--- config.mk ---
export PLATFORM = sky130hd
export DESIGN_NAME = serial_equal_6
export DESIGN_NICKNAME = d
export VERILOG_FILES = /design/src/rtl/equal_pkg.sv /design/src/rtl/bit_counter_mod.sv /design/src/rtl/serial_equal_6.sv
export SDC_FILE = /design/constraint.sdc
export NUM_CORES = 1
export LEC_CHECK = 0
export CORE_AREA = 2 2 39 41
export CTS_BUF_LIST = sky130_fd_sc_hd__clkbuf_8
export DETAILED_ROUTE_END_ITERATION = 8
export DIE_AREA = 0 0 41 43
export DONT_BUFFER_PORTS = 1
export PLACE_DENSITY = 0.61
export SYNTH_ARGS = -nofsm -noshare
export SYNTH_HDL_FRONTEND = slang
export SYNTH_SLANG_ARGS = --single-unit
--- constraint.sdc ---
create_clock -name clk -period 1.7 [get_ports clk]
set_clock_uncertainty 0.05 [all_clocks]
set_input_delay 0.34 -clock clk [delete_from_list [all_inputs] [get_ports clk]]
set_output_delay 0.34 -clock clk [all_outputs]
set_load 0.05 [all_outputs]
--- src/rtl/equal_pkg.sv ---
// equal_pkg: shared FSM states, default width and index-width helper for the serial comparators
package equal_pkg;
  typedef enum logic [1:0] {IDLE, SHIFT, DONE} state_t;
  localparam int DEFAULT_WIDTH = 6;
  function automatic int idx_w(input int w);
    return $clog2(w);
  endfunction
endpackage

--- src/rtl/bit_counter_mod.sv ---
// bit_counter_mod: modulo-MOD up-counter with clear, enable and terminal-count flag
module bit_counter_mod
  import equal_pkg::*;
#(
  parameter int MOD = DEFAULT_WIDTH,
  parameter int W   = idx_w(DEFAULT_WIDTH)
) (
  input  logic         clk,
  input  logic         rst_n,
  input  logic         clr,
  input  logic         en,
  output logic [W-1:0] cnt,
  output logic         tc
);
  assign tc = cnt == W'(MOD - 1);
  always_ff @(posedge clk or negedge rst_n)
    if (!rst_n) cnt <= '0;
    else if (clr) cnt <= '0;
    else if (en) cnt <= tc ? '0 : cnt + W'(1);
endmodule

--- src/rtl/serial_equal_6.sv ---
// serial_equal_6: bit-serial LSB-first equality checker reporting equality and lowest differing bit
module serial_equal_6
  import equal_pkg::*;
#(
  parameter int WIDTH = DEFAULT_WIDTH,
  localparam int IDX_W = idx_w(WIDTH)
) (
  input  logic             clk,
  input  logic             rst_n,
  input  logic             start,
  input  logic             bit_valid,
  input  logic             a_bit,
  input  logic             b_bit,
  output logic             bit_ready,
  output logic             busy,
  output logic             done,
  output logic             equ,
  output logic [IDX_W-1:0] first_diff
);
  state_t state, state_nxt;
  logic [IDX_W-1:0] cnt, acc, acc_nxt;
  logic tc, diff, diff_nxt, x, accept, launch;
  assign launch    = state == IDLE && start;
  assign bit_ready = state == SHIFT;
  assign busy      = state != IDLE;
  assign done      = state == DONE;
  assign accept    = bit_valid & bit_ready;
  assign x         = a_bit ^ b_bit;
  assign diff_nxt  = diff | x;
  assign acc_nxt   = (x && !diff) ? cnt : acc;
  bit_counter_mod #(.MOD(WIDTH), .W(IDX_W)) u_cnt (
    .clk(clk), .rst_n(rst_n), .clr(launch), .en(accept), .cnt(cnt), .tc(tc)
  );
  always_comb
    state_nxt = launch ? SHIFT :
                (state == SHIFT && accept && tc) ? DONE :
                (state == DONE) ? IDLE : state;
  always_ff @(posedge clk or negedge rst_n)
    if (!rst_n) state <= IDLE;
    else state <= state_nxt;
  always_ff @(posedge clk or negedge rst_n)
    if (!rst_n) begin
      diff       <= 1'b0;
      acc        <= '0;
      equ        <= 1'b0;
      first_diff <= '0;
    end else begin
      if (launch) begin
        diff <= 1'b0;
        acc  <= '0;
      end else if (accept) begin
        diff <= diff_nxt;
        acc  <= acc_nxt;
      end
      if (accept && tc) begin
        equ        <= !diff_nxt;
        first_diff <= diff_nxt ? acc_nxt : '0;
      end
    end
endmodule

* Word-level counts from Yosys, hierarchy flattened *
Cells that the tools add are included.

operators by class
  add/subtract/negate cells = 1
  eq/ne operators = 3
  multiplexer cells = 12
  bitwise gates (word level) = 3
  reductions and logical operators = 11

operators by type and width
  kind                 count
  $mux 3               7
  $mux 2               3
  $logic_and 1x1->1    5
  $reduce_bool 2->1    2
  $add 3x1->3 const B  1
  $eq 3x3->1 const B   1
  $reduce_bool 3->1    1
  $eq 2x1->1 const B   1
  $eq 2x2->1 const B   1
  $logic_not 1->1      2
  $logic_not 2->1      1
  $mux 1               2
  $and 1x1->1          1
  $or 1x1->1           1
  $xor 1x1->1          1

storage, ports and cells
  input bits = 6
  bits in registers = 13
  word-level logic and storage cells = 36
  output and inout port bits = 7

* Depth between registers and ports, before layout *
  word-level depth = 6
  gate-level depth with buffers = 6
  depth with buffers taken out = 4

* Modules after synthesis *
Synthesis repeated with hierarchy kept, for this count alone.

second synthesis, totals
  cells, all modules = 62
  area total of the unflattened synthesis = 635.6 um^2

by module, submodules not included
  module           instances  cells each  area an instance (um^2)  sequential area each (um^2)
  serial_equal_6   1          50          488.0                    250.2
  bit_counter_mod  1          12          147.6                    75.1

* Worst setup path after synthesis *
No wires, ideal clock.

  path kind = reg2out
  start point = reg state[0]
  end point = out done
  required time = 1.310 ns
  setup slack = 0.113 ns
  cell stages (with the launch flop) = 3
  arrival = 1.197 ns
  buffers on the path = 1
  cell sequence = dfrtp_1 > buf_4 > nor2b_1

between the ends
  word-level cells in the longest chain between the ends = 1

RTL lines
  what                    line                  source
  start, declared         serial_equal_6.sv:20  state_t state, state_nxt;
  start signal, assigned  serial_equal_6.sv:40  else state <= state_nxt;
  $eq 2x2->1              serial_equal_6.sv:26  assign done = state == DONE;
  end, declared           serial_equal_6.sv:16  output logic done,

Every way passes these cells.

* Final worst setup path *
  start point = reg state[0]
  end point = out bit_ready

between the ends
  word-level cells in the longest chain between the ends = 1

RTL lines
  what           line                  source
  $eq 2x1->1     serial_equal_6.sv:24  assign bit_ready = state == SHIFT;
  end, declared  serial_equal_6.sv:14  output logic bit_ready,

Every way passes these cells.

==> qor.csv <==
stage,metric,value,unit
outcome,outcome,"finished, final reports clean",
placement,GPL Wtd Cong,0.783,
drt,drt wl/cell,13.8,µm
drt,Vias,461,
drt,vias per cell,5.55,
worst_setup_path,CP top delay family,flip-flops,
worst_setup_path,Buf/Inv on CP,0,
finish,P&R area growth vs syn,11.4,%
power,Reg power frac,49.1,%
finish,fin nets,74,
clock_tree,CTS root buf,clkbuf_8,
clock_tree,TritonCTS Buffers,3,
power,leak pwr,0.310,nW
drt,starting DRC count in detailed routing,15,
global_routing,grt total ovfl,0,
sta,Slew Limit Headroom,61.0,%
finish,share of layout cells above drive strength 1,11.9,%
worst_setup_path,worst path arrival time,1.22,ns
worst_setup_path,critical path required time,1.31,ns
finish,ANT cells,0,
power,Cell Pwr Density,2050,nW/µm²
sta,Final Worst Setup Slack,0.0881,ns
drt,Detail Route Antenna Nets,0,
yosys,Seq cells post-synth,13,
sta,TNS Setup,0,ns
finish,Finished Core Util,49.6,%
power,Switching Share,46.8,%
global_routing,vias in the first global route,440,
finish,"commonest cells after routing, fill and taps aside","nand2_1 (15), dfrtp_1 (13), nor2_1 (5)",
worst_setup_path,Worst R2R Path Depth,4,
global_routing,initial antenna violation count,0,
worst_setup_path,cell chain of the critical path,and2b_1,
clock_tree,"Clk Latency, worst-skew pair",0.25,ns
worst_setup_path,RR Startpoint,state[0],
drt,DR DRC count,0,
clock_tree,"Reg clk slew, reported paths",0.05,ns
drt,drt first pass iters,4,
sta,fin crit share,94.8,%
power,Worst VDD drop,775,µV
floorplanning,core area,1380,µm²
floorplanning,Die Area,1760,µm²
worst_setup_path,crit path kind,reg -> out,
worst_setup_path,critical path peak fanout,9,
worst_setup_path,CP max-delay cell,dfrtp_1,
yosys,post-synthesis sequential area ratio,52.7,%
power,sw power,0.659,mW
floorplanning,Die Y,43,µm
placement,pre-CTS WS,0.278,ns
sta,Final min period,1.61,ns
worst_setup_path,CP Capture Type,primary output,
clock_tree,Max H-tree Level,1,
finish,"leading cell type in the layout, fill and taps excluded",nand2_1,
floorplanning,row count,14,
floorplanning,I/O pin cnt,13,
yosys,syn nets,69,
sta,unrepaired setup endpoints after global routing,no,
job,Max Cap Viol,0,
global_routing,largest net degree at the start of global routing,14,
sta,fin. max-slew vios,0,
worst_setup_path,CP peak stage delay,0.51,ns
worst_setup_path,Critical Path End,bit_ready,
yosys,Cells after Synth,63,
worst_setup_path,CP Launch Type,flop,
yosys,post-synth top area share,52.7,%
drt,routed wire length,1150,µm
worst_setup_path,reg-to-reg endpoint,first_diff[2],
floorplanning,die width,41,µm
yosys,Cell variety after synth,23,
global_routing,first-pass GRT wire length,1840,µm
yosys,Mapped Area,617,µm²
power,Internal,0.748,mW
sta,final hold vios,0,
power,total design power,1.41,mW
clock_tree,clk sinks,13,
placement,PortBufs,0,
clock_tree,CTS tree,yes,
sta,setup violators final,0,
worst_setup_path,Levels on crit path,1,
sta,fmax,0.620,GHz
clock_tree,cts repair resizes,0,
floorplanning,initial core utilization,44.6,%
worst_setup_path,CP Launch Point,state[0],
worst_setup_path,r2r setup slk,0.26,ns
yosys,synth top area cells,"dfrtp_1 (53%), nand2_1 (9.1%), mux2i_1 (4.9%)",
yosys,synth warn,0,
power,combinational power share,31.4,%
yosys,post-synth top area cell,dfrtp_1,
sta,worst slew pin tran,0.583,ns
power,Clock Power Share,19.5,%
clock_tree,CTS Buffer Depth,2,
global_routing,GRT Total Usage,16.6,%
yosys,"Avg Cell Area, Syn",9.79,µm²
min_path,HP Class,in -> reg,
[worst register-to-register path, stage by stage, from the launching register on]
cell      delay, ns
dfrtp_1        0.51
nand3b_4       0.13
or3_1          0.43
nand2_1        0.11
o21ai_1        0.08
[power groups by stage]
stage                     combinational [mW]  sequential (mW)  clock [mW]
after global placement                 0.431            0.691           0
after detailed placement               0.434            0.696           0
after CTS                              0.444            0.690       0.282
after global routing                   0.490            0.713       0.296
after floorplan                        0.414            0.644           0
final                                  0.441            0.691       0.274
[cells in the mapped netlist, drive strengths merged]
library cell and number:
nand2 15, inv 3, nor2b 1, and3b 1, and2b 1, nor2 6, o31ai 1, a21o 1
buf 2, a22oi 1, mux2i 3, a21oi 2, nand3 1, dfrtp 13, o21ai 6, or3 1
nor3b 1, nand3b 1, nand4b 1, xnor2 2
[worst min-delay path by stage]
stage | start | endpoint | slack, ns | cells past startpoint
2_1_floorplan | rst_n | acc[0] | -0.006 | 0
3_3_place_gp | rst_n | first_diff[1] | -0.005 | 0
3_5_place_dp | rst_n | first_diff[1] | -0.005 | 0
4_1_cts | start | state[0] | 0.21 | 2
5_1_grt | start | state[0] | 0.24 | 2
6_report | start | state[0] | 0.21 | 2
[through the flow]
step                      std cells  instance area (µm²)  hold WS, ns
after floorplan                  63                  617     -0.00559
after global placement           78                  632     -0.00521
after detailed placement         78                  632     -0.00523
after CTS                        83                  687        0.207
after global routing             83                  687        0.238
final                            83                  687        0.210
[flip-flops by register name, summed over array words and instances (netlist names)]
register,count
acc,3
diff,1
state,2
equ,1
first_diff,3
u_cnt.cnt,3
[what timing repair did]
item,4_1_cts,5_1_grt
hold buffers,1,0
setup buffers,0,0
hold endpoints to repair,13,0
[kinds of logic (layout without fill, tap and decap cells)]
group                     Yosys count  after routing  share of synthesized area (%)
buffers and inverters               5              9                           3.85
muxes                               3              3                           4.87
DFF                                13             13                           52.7
and+or+nand+nor                    29             29                           24.7
xor gates and xnor gates            2              2                           2.84
AOI/OAI and AO/OA                  11             11                           11.0
[routing by layer]
layer,GRT usage (%),vias up,wire length (µm)
li1,-,216,-
met1,21.6,227,525
met2,22.5,13,532
met3,4.71,5,46
met4,12.0,0,42
met5,0,-,0
[cell type report]
class | instances | area (µm²)
multi-input combinational | 45 | 268
tap | 16 | 20.0
timing repair buffer | 2 | 17.5
clock inverter | 1 | 3.75
fill | 130 | 697
inverter | 3 | 11.3
sequential | 13 | 325
clock buffer | 3 | 41.3
No activity file was read; power rests on OpenSTA's default activity.
